## src/rtl/ex_alu_stage.sv

```systemverilog
// ---------------------------------------------------------------------------
// ex_alu_stage
//   Execute-stage ALU for an RV32I-style pipeline. Decodes the ALU operation
//   from alu_op/funct3/funct7 combinationally, then captures the ALU result,
//   its zero flag, the branch-taken decision and pc+imm on the next rising
//   clock edge (one cycle of latency, no enable, no handshake).
//
// Ports
//   clk           in   1   clock, all state on the rising edge
//   reset         in   1   synchronous, active-low
//   alu_op        in   2   00 ld/st address, 01 branch, 10 R-type, 11 I-type
//   funct7        in   7   instruction bits [31:25]
//   funct3        in   3   instruction bits [14:12]
//   data0         in  32   operand A (rs1)
//   data1         in  32   operand B (rs2 or immediate)
//   pc            in  32   instruction address
//   imm           in  32   sign-extended immediate
//   alu_ctrl      out  4   decoded operation (combinational)
//   result        out 32   registered ALU result
//   zero_flag     out  1   registered (result == 0)
//   branch        out  1   registered branch-taken
//   branch_target out 32   registered pc + imm
// ---------------------------------------------------------------------------
module ex_alu_stage (
  input  logic        clk,
  input  logic        reset,
  input  logic [1:0]  alu_op,
  input  logic [6:0]  funct7,
  input  logic [2:0]  funct3,
  input  logic [31:0] data0,
  input  logic [31:0] data1,
  input  logic [31:0] pc,
  input  logic [31:0] imm,
  output logic [3:0]  alu_ctrl,
  output logic [31:0] result,
  output logic        zero_flag,
  output logic        branch,
  output logic [31:0] branch_target
);

  typedef enum logic [3:0] {
    CTRL_AND  = 4'b0000,
    CTRL_OR   = 4'b0001,
    CTRL_ADD  = 4'b0010,
    CTRL_XOR  = 4'b0011,
    CTRL_SLL  = 4'b0100,
    CTRL_SRL  = 4'b0101,
    CTRL_SUB  = 4'b0110,
    CTRL_SRA  = 4'b0111,
    CTRL_SLT  = 4'b1000,
    CTRL_SLTU = 4'b1001,
    CTRL_BEQ  = 4'b1010,
    CTRL_BNE  = 4'b1011,
    CTRL_BLT  = 4'b1100,
    CTRL_BGE  = 4'b1101,
    CTRL_BLTU = 4'b1110,
    CTRL_BGEU = 4'b1111
  } alu_ctrl_e;

  typedef enum logic [1:0] {
    OP_MEM    = 2'b00,
    OP_BRANCH = 2'b01,
    OP_RTYPE  = 2'b10,
    OP_ITYPE  = 2'b11
  } alu_op_e;

  alu_ctrl_e   w_ctrl;
  alu_op_e     w_op;
  logic        w_alt;          // funct7[5]: selects SUB / SRA
  logic        w_unused_funct7;
  logic [4:0]  w_shamt;
  logic        w_eq;
  logic        w_lt_s;
  logic        w_lt_u;
  logic [31:0] w_sum;
  logic [31:0] w_diff;
  logic [31:0] w_next_result;
  logic        w_next_branch;
  logic [31:0] w_next_target;

  logic [31:0] r_result;
  logic        r_zero;
  logic        r_branch;
  logic [31:0] r_target;

  assign w_op            = alu_op_e'(alu_op);
  assign w_alt           = funct7[5];
  assign w_unused_funct7 = ^{funct7[6], funct7[4:0]};

  // ---------------------------------------------------------------------
  // Operation decode
  // ---------------------------------------------------------------------
  always_comb begin
    w_ctrl = CTRL_ADD;
    unique case (w_op)
      OP_MEM: begin
        w_ctrl = CTRL_ADD;
      end
      OP_BRANCH: begin
        unique case (funct3)
          3'b000:  w_ctrl = CTRL_BEQ;
          3'b001:  w_ctrl = CTRL_BNE;
          3'b100:  w_ctrl = CTRL_BLT;
          3'b101:  w_ctrl = CTRL_BGE;
          3'b110:  w_ctrl = CTRL_BLTU;
          3'b111:  w_ctrl = CTRL_BGEU;
          default: w_ctrl = CTRL_BEQ;   // 010/011 are not branches; fold to BEQ
        endcase
      end
      OP_RTYPE, OP_ITYPE: begin
        unique case (funct3)
          // I-type has no SUBI: funct7 bits there are immediate bits
          3'b000:  w_ctrl = (w_alt && (w_op == OP_RTYPE)) ? CTRL_SUB : CTRL_ADD;
          3'b001:  w_ctrl = CTRL_SLL;
          3'b010:  w_ctrl = CTRL_SLT;
          3'b011:  w_ctrl = CTRL_SLTU;
          3'b100:  w_ctrl = CTRL_XOR;
          3'b101:  w_ctrl = w_alt ? CTRL_SRA : CTRL_SRL;
          3'b110:  w_ctrl = CTRL_OR;
          default: w_ctrl = CTRL_AND;
        endcase
      end
      default: w_ctrl = CTRL_ADD;
    endcase
  end

  assign alu_ctrl = w_ctrl;

  // ---------------------------------------------------------------------
  // Datapath
  // ---------------------------------------------------------------------
  assign w_shamt = data1[4:0];
  assign w_sum   = data0 + data1;
  assign w_diff  = data0 - data1;
  assign w_eq    = (data0 == data1);
  assign w_lt_s  = ($signed(data0) < $signed(data1));
  assign w_lt_u  = (data0 < data1);

  always_comb begin
    w_next_result = '0;
    unique case (w_ctrl)
      CTRL_AND:  w_next_result = data0 & data1;
      CTRL_OR:   w_next_result = data0 | data1;
      CTRL_ADD:  w_next_result = w_sum;
      CTRL_XOR:  w_next_result = data0 ^ data1;
      CTRL_SLL:  w_next_result = data0 << w_shamt;
      CTRL_SRL:  w_next_result = data0 >> w_shamt;
      CTRL_SUB:  w_next_result = w_diff;
      CTRL_SRA:  w_next_result = $unsigned($signed(data0) >>> w_shamt);
      CTRL_SLT:  w_next_result = {31'd0, w_lt_s};
      CTRL_SLTU: w_next_result = {31'd0, w_lt_u};
      default:   w_next_result = w_diff;   // all branch compares
    endcase
  end

  always_comb begin
    w_next_branch = 1'b0;
    unique case (w_ctrl)
      CTRL_BEQ:  w_next_branch = w_eq;
      CTRL_BNE:  w_next_branch = !w_eq;
      CTRL_BLT:  w_next_branch = w_lt_s;
      CTRL_BGE:  w_next_branch = !w_lt_s;
      CTRL_BLTU: w_next_branch = w_lt_u;
      CTRL_BGEU: w_next_branch = !w_lt_u;
      default:   w_next_branch = 1'b0;
    endcase
  end

  assign w_next_target = pc + imm;

  // ---------------------------------------------------------------------
  // Output registers
  // ---------------------------------------------------------------------
  always_ff @(posedge clk) begin
    if (!reset) begin
      r_result <= '0;
      r_zero   <= 1'b1;
      r_branch <= 1'b0;
      r_target <= '0;
    end else begin
      r_result <= w_next_result;
      r_zero   <= (w_next_result == '0);
      r_branch <= w_next_branch;
      r_target <= w_next_target;
    end
  end

  assign result        = r_result;
  assign zero_flag     = r_zero;
  assign branch        = r_branch;
  assign branch_target = r_target;

endmodule

```

## config.mk

```make
export PLATFORM = sky130hd
export DESIGN_NAME = ex_alu_stage
export DESIGN_NICKNAME = d
export VERILOG_FILES = /design/src/rtl/ex_alu_stage.sv
export SDC_FILE = /design/constraint.sdc
export NUM_CORES = 1
export LEC_CHECK = 0
export BUFFER_PORTS_ARGS = -buffer_cell sky130_fd_sc_hd__buf_2
export CAP_MARGIN = 20
export CORE_MARGIN = 3
export CORE_UTILIZATION = 35
export CTS_CLUSTER_SIZE = 28
export DETAILED_ROUTE_END_ITERATION = 16
export PLACE_DENSITY_LB_ADDON = 0.25
export SLEW_MARGIN = 20
export SYNTH_ARGS = -nofsm -noshare
export SYNTH_HDL_FRONTEND = slang
export SYNTH_SLANG_ARGS = --single-unit
```

## constraint.sdc

```tcl
create_clock -name clk -period 5.7 [get_ports clk]
set_input_delay 0.57 -clock clk [delete_from_list [all_inputs] [get_ports clk]]
set_output_delay 0.57 -clock clk [all_outputs]
set_load 0.005 [all_outputs]
```

==> metrics list, run 1 <==
* Period utilization: 84.5%
- The synthesized netlist occupies a cell area of 0.0143 mm^2.
* Simple-gate share of the synthesized area: 21.7%
- Number of global-route vias before repair: 15800
* # resized after CTS: 0
- The number of failing hold endpoints at the final stage is 0.
* Leakage component of the power: 6.96 nW
- Number of storage elements in the synthesis netlist: 66
- CTS clock-pin slew for the worst setup and hold paths: 0.06 ns
- In this run, the number of DRC markers left after iteration 0 of detailed routing was 2185.
- The die covers 0.0432 mm^2.
- In this run the worst path has a maximum fanout of 77.
- Post-synthesis adder-cell area fraction: 12.3%
- Data on the critical path is required at its endpoint by 5.98 ns.
- Cells after synthesis: 1940
* Max-cap check violation count: 0
- The tree built by TritonCTS fans out to 66 sinks.
- The biggest area contributor in the post-synthesis netlist is ha_1.
* Final setup TNS: 0 ns
- Cell types occupying the most area after synthesis: ha_1 (12%), dfxtp_1 (9.3%), mux4_2 (7.7%)
- Warning count from the yosys run: 0
* Final RePlAce weighted congestion: 1.04
* Clock tree from TritonCTS: done
- Setup violations remaining at the end of the flow were counted as 0.
* Net count after synthesis: 2220
* P&R area growth vs syn: 11.9%
* Total power consumption of the routed design: 0.00273 W
- The flow ran to the end, and the final reports show no timing, DRC or antenna violations.
* Number of synthesized flops with an enable pin: 0
- Max-slew violation count: 0
- Final antenna-violating net count: 0
- Filler Cells Inserted: 4278
- In this run the power density over the cells is 171 mW/mm^2.
- Entering global routing, the biggest net connects 95 pins.
- Number of iterations in the first detailed-routing pass: 6
- Global-route wire length before repair: 102000 um
- Sequential cells were found to cover 9.26% of the synthesized design area.
* Most used DFF post-synth: dfxtp_1
- After detailed routing, the number of vias per cell comes to 6.48.
- # IOs: 212
- Summing the areas of all xor and xnor instances in the mapped netlist gives 2.52% of the synthesized area.
* Combinational family with the most area after synthesis: compound AO/OA/AOI/OAI gates
* Total via count in the routed design: 16700
- Placeable core region: 0.0400 mm^2
- Port buffering added 205 buffers.
- Number of buffers added for setup after CTS: 0
- After floorplanning, the core was divided into 73 placement rows.
* Number of buffers created by CTS: 9
- Kind of start point of the critical path: primary input
- The number of antenna violations at the first check in global routing was 1.
* DIE HEIGHT: 208 um
* Overflow left after global routing: 0
- Global routing consumed, over all layers together, 30.4% of the routing resources.
- Slew Limit Headroom: 34.7%
- Setup repair after global routing left no endpoint under its margin.
- Layout cells sized above 1: 19.5%
* Bufs on Longest Clock Path: 2
- The critical path is of the primary input to flop type.
* Buffer cell driving the clock tree root: clkbuf_16
- Timing would allow up to 208 MHz.
* CTS hold repair buffers: 0
- Endpoint arrival time on the critical path: 5.09 ns
* Final core utilization: 39.9%
- In the synthesized netlist, mux cells make up 16.2% of the area.
* Worst Max-Slew Pin Slew: 0.979 ns
- Die Span X: 208 um
- Once the floorplan was initialized, standard cells occupied 35.7% of the core.
* Final critical-path required period: 4.82 ns
- In the final design database the tool counted 2331 nets.
* Max rail drop VDD: 0.138 mV
* Fraction of post-synthesis cell area in the top cell type by area: 11.8%
* Worst setup EP type: flop
* Detailed placement HPWL: 53300 um
- Hold WC Path Type: primary input to flop
- After detailed routing, the number of remaining DRC violations is 0.
- Syn_area_per_cell: 7.35 um^2
* Fraction of synthesis flops using an asynchronous set or reset pin: 0%
- WL/cell: 26.7 um
- For this block, the routed nets add up to 68900 um of wire.
* Yosys cell types: 99
- The clock tree synthesis step divided the H-tree into 3 levels.
- Compound-cell area share of the yosys netlist: 29.9%
## cells in the final DEF (no fill, tap or decap), types with 11 or more instances in the layout
cell type  count
and3_1        13
a211oi_1      33
nor3_1        55
a21oi_1      148
nor2_1       215
xnor2_1       31
nor2b_1       22
o2111ai_1     11
o31ai_1       17
nand3_1       33
o311ai_0      12
a31oi_1       20
a21o_1        37
ha_1         135
dfxtp_1       66
o221ai_1      24
nor4_1        17
a221o_1       11
o22ai_1       18
o21bai_1      12
inv_1        111
o21a_1        16
nand2b_1      32
o21ai_0      107
and2_1        21
mux4_2        49
o211ai_1      21
mux2i_1       66
nand4_1       21
buf_2        203
nand2_1      164
mux2_2        38
buf_4         45
## where the power goes
group          internal, W  leakage [nW]  switching, W
clock             0.000387         0.160      0.000228
combinational     0.000584          6.25       0.00100
sequential        0.000520         0.550     0.0000147
total              0.00149          6.96       0.00124
## registers in the layout, indices dropped and copies added, names as in the netlist
name and count:
branch_target 32, zero_flag 1, branch 1, result 32
## metal layers
layer	part of all wire, %	track usage (%)	up-vias
met5	0	0	-
met3	11	6.24	182
met1	42	41.9	8037
li1	-	-	7437
met2	43	46.1	1077
met4	4.6	12.7	0
## worst max-delay path: stages
cell      delay, ns
buf_4          0.36
buf_12         0.42
mux4_2         0.62
nand2_1        0.13
a21bo_2        0.29
nor4b_1        0.16
a221oi_1       0.53
a21oi_1        0.31
a211o_1        0.31
or4_1          0.55
nor4_1         0.33
buf_4          0.20
nand4_1        0.07
o21ai_1        0.14
## Yosys cell counts (32+ instances only)
master and number:
o21ai_0 107, inv_1 112, nor2_1 215, nand3_1 33
nor3_1 55, nand2b_1 32, dfxtp_1 66, ha_1 135
a21o_1 37, a21oi_1 148, mux2i_1 66, clkbuf_1 79
a211oi_1 33, buf_2 33, mux4_2 49, nand2_1 164
mux2_2 38
## stage by stage
stage	instances	instance area, um^2	worst slack, ns	hold slack [ns]
floorplan	1940	14300	0.970	0.692
global placement	2565	15600	0.706	0.897
detailed placement	2565	15600	0.773	0.903
CTS	2581	16000	1.12	0.536
global route	2581	16000	0.789	0.554
finish	2582	16000	0.884	0.555
## worst paths after layout
check / startpoint / end / cells after the start
worst max-delay path: data1[0] / zero_flag / 14
worst min-delay path: imm[0] / branch_target[0] / 3
## cell families after synthesis
logic type,after synthesis
fa+ha+maj,138
simple gates,650
flops,66
mux,162
buf+inv,268
compound gates,615
xor+xnor,41
## layout make-up
cell class | instances | area [um^2] | share of cell area [%]
clock inverters | 7 | 100 | 0.627
multi-input cells | 1606 | 11800 | 73.9
clock buffers | 9 | 225 | 1.41
well taps | 525 | 657 | 4.12
inverters | 117 | 439 | 2.75
flip-flops and latches | 66 | 1320 | 8.28
repair buffers | 251 | 1410 | 8.86
diodes | 1 | 2.50 | 0.0157
Power figures use the tool's default switching activity.
==> run 2: changes to the inputs <==
clock period = 4 ns   (was 5.7 ns; I/O delays follow)
==> run 2 against run 1 <==
  * Via count increased by 6.2%
  * Sequential share of layout area decreased by 0.97 points
  * Combinational power increased by 67%
  * Final cell count increased by 11%
  * Setup slack got worse by 0.69 ns
  * Die area unchanged
  * Sequential power increased by 43%
  * Largest power group unchanged
  * Count of clock-buffer cells in the layout increased by 1
  * Clock power increased by 19%
  * Largest cell class unchanged
  * Critical path type unchanged
==> metrics list, run 2 (synthesized netlist as in run 1, its figures left out) <==
* Max-cap check violation count: 0 (unchanged)
- The HPWL after detailed placement is 58700 um (+10%).
- Critical-path maximum fanout: 9 (-88%)
- The number of placed I/O pins came to 212 (unchanged).
- RSZ-0062 raised after global routing: no
- The share of the core filled with cells is 45.2% (+5.3 points).
* Initial drt markers: 2029 (-7.1%)
* Endpoint arrival time on the critical path: 4.09 ns (-1.00 ns)
- The most critical setup path has its startpoint at data0[9].
* Max rail drop VDD: 0.214 mV (+56%)
- # DRC: 0 (unchanged)
- End point of the critical path: zero_flag
- Crit path required time: 4.29 ns (-1.69 ns)
* Hold WC Path Type: primary input to flop
* Kind of start point of the critical path: primary input
* Status: finished, final reports clean
* Final critical-path required period: 3.81 ns
- The count of final max-slew check failures came to 0 (unchanged).
- Static timing analysis puts the maximum clock frequency at 263 MHz.
- The number of global-route vias before repair came to 16900 (+7.1%).
* Ant diodes: 0 (-1)
* Path type of the worst setup path: primary input to flop
- Placeable core region: 0.0400 mm^2 (unchanged)
- Number of iterations in the first detailed-routing pass: 6 (unchanged)
* Number of hold-slack violations in the final timing report: 0 (unchanged)
* Final antenna-violating net count: 0 (unchanged)
- The total clock sinks was 66 (unchanged).
- In the layout the commonest cells are buf_4 (319), nor2_1 (215), buf_2 (203).
- The die span in y was 208 um (unchanged).
- P&R area growth vs syn: 26.8%
- Num rows: 73 (unchanged)
* Largest net degree at the start of global routing: 72 (-24%)
* Post-route non-filler standard cell count: 2858 (+11%)
- The die area came to 0.0432 mm^2 (unchanged).
- Final RePlAce weighted congestion: 1.03 (-0.97%)
* Layout cells sized above 1: 29.4% (+9.9 points)
- Via-to-Cell Ratio: 6.22 (-4.1%)
- Final #Nets: 2608 (+12%)
- Filler Cells Inserted: 4133 (-3.4%)
* Clock tree from TritonCTS: done
* Slew Limit Headroom: 39.1% (+4.4 points)
* CTS clock-pin slew for the worst setup and hold paths: 0.06 ns (about the same)
* All-layer global routing usage: 32.1% (+1.7 points)
- The count of input and output buffers came to 205 (unchanged).
- The leakage power came to 8.31 nW (+19%).
* Worst setup EP type: flop
- The horizontal die dimension was 208 um (unchanged).
- Number of endpoints failing setup at the final stage: 0 (unchanged)
* Initial standard-cell utilization of the core: 35.7% (unchanged)
- Bufs on Longest Clock Path: 2 (unchanged)
- Total via count in the routed design: 17800 (+6.2%)
- Most common cell after layout, fill and taps aside: buf_4
* Initial antenna violation count: 5 (+4)
- Overflow left after global routing: 0 (unchanged)
- The cell count after placement came to 2842 (+11%).
- Number of buffers created by CTS: 9 (unchanged)
- Setup slack after layout: 0.194 ns (-0.690 ns)
- Final setup TNS: 0 ns (unchanged)
- Buffer cell driving the clock tree root: clkbuf_16
- Total routed wirelength: 72700 um (+5.5%)
- The average wire length per cell after detail routing was 25.4 um (-4.7%).
- The CTS H-tree depth came to 3 (unchanged).
- Period utilization: 95.1%
- The worst slack after detailed placement was -0.246 ns (-1.02 ns).
* Pwr per Cell Area: 229 mW/mm^2 (+34%)
- Tightest hold margin: 0.362 ns (-0.193 ns)
- The number of setup buffers added after CTS was 0 (unchanged).
- Worst Max-Slew Pin Slew: 0.902 ns (-0.0774 ns)
- Hold Crit Start: imm[0]
- The global-route wire length before repair came to 108000 um (+5.3%).
## run 2: changes by cell type in the layout (fill, tap and decap cells not counted), moves of 2 or more
cell and change:
buf_4 +274, nor4_2 +2, o311ai_0 -2, inv_6 -2, buf_12 +3, a2111oi_0 -2, nor4_1 -2, bufinv_16 -2
## run 2: area by class of cell
class                           instances  area [um^2]  share of cell area, %
Multi-Input combinational cell       1606        11900                   65.6
Timing Repair Buffer                  528         3530                   19.5
Sequential cell                        66         1320                   7.31
Tap cell                              525          657                   3.63
Inverter                              117          442                   2.44
Clock buffer                           10          229                   1.27
Clock inverter                          6         43.8                  0.242
## run 2: worst min path at each step
stage | end | depth (start not counted)
CTS | branch_target[0] | 3
detailed placement | branch_target[0] | 3
finish | branch_target[0] | 3
global placement | branch_target[0] | 3
floorplan | result[0] | 1
global route | branch_target[0] | 3
## run 2: worst max-delay path: stages
cell and delay, ns:
buf_2 0.21, inv_1 0.07, ha_1 0.33, buf_4 0.18, nand4_1 0.18, o22ai_1 0.20, or3_1 0.36, o22a_1 0.21
buf_4 0.15, a221o_1 0.28, a21oi_1 0.24, nand4_1 0.13, or4_1 0.50, nor4_2 0.25, buf_4 0.17, nand4_1 0.07
o21ai_1 0.14
## run 2: report_power, final
| group | switching (W) | total (W) | internal [W] | leakage (nW) |
|---|---|---|---|---|
| clock network | 0.000314 | 0.000733 | 0.000420 | 0.132 |
| registers | 0.0000241 | 0.000765 | 0.000741 | 0.550 |
| logic | 0.00152 | 0.00264 | 0.00112 | 7.63 |
## run 2: through the flow
| step | total power, W | cell area (um^2) |
|---|---|---|
| 3_5_place_dp | 0.00334 | 17800 |
| 5_1_grt | 0.00437 | 18100 |
| 2_1_floorplan | 0.00221 | 14400 |
| 3_3_place_gp | 0.00332 | 17800 |
| 6_report | 0.00413 | 18100 |
| 4_1_cts | 0.00409 | 18100 |
## run 2: repair_timing
item,in CTS,in global routing
hold buffers,0,0
endpoints found under the setup margin,0,1
resized for setup,0,7
## run 2: per-layer routing
| layer | global-route usage (%) | up-vias | part of all wire, % |
|---|---|---|---|
| met5 | 0 | - | 0.034 |
| met4 | 9.93 | 4 | 3.2 |
| met3 | 7.86 | 162 | 11 |
| met2 | 49.7 | 1116 | 43 |
| met1 | 44.1 | 8490 | 42 |
| li1 | - | 7996 | - |
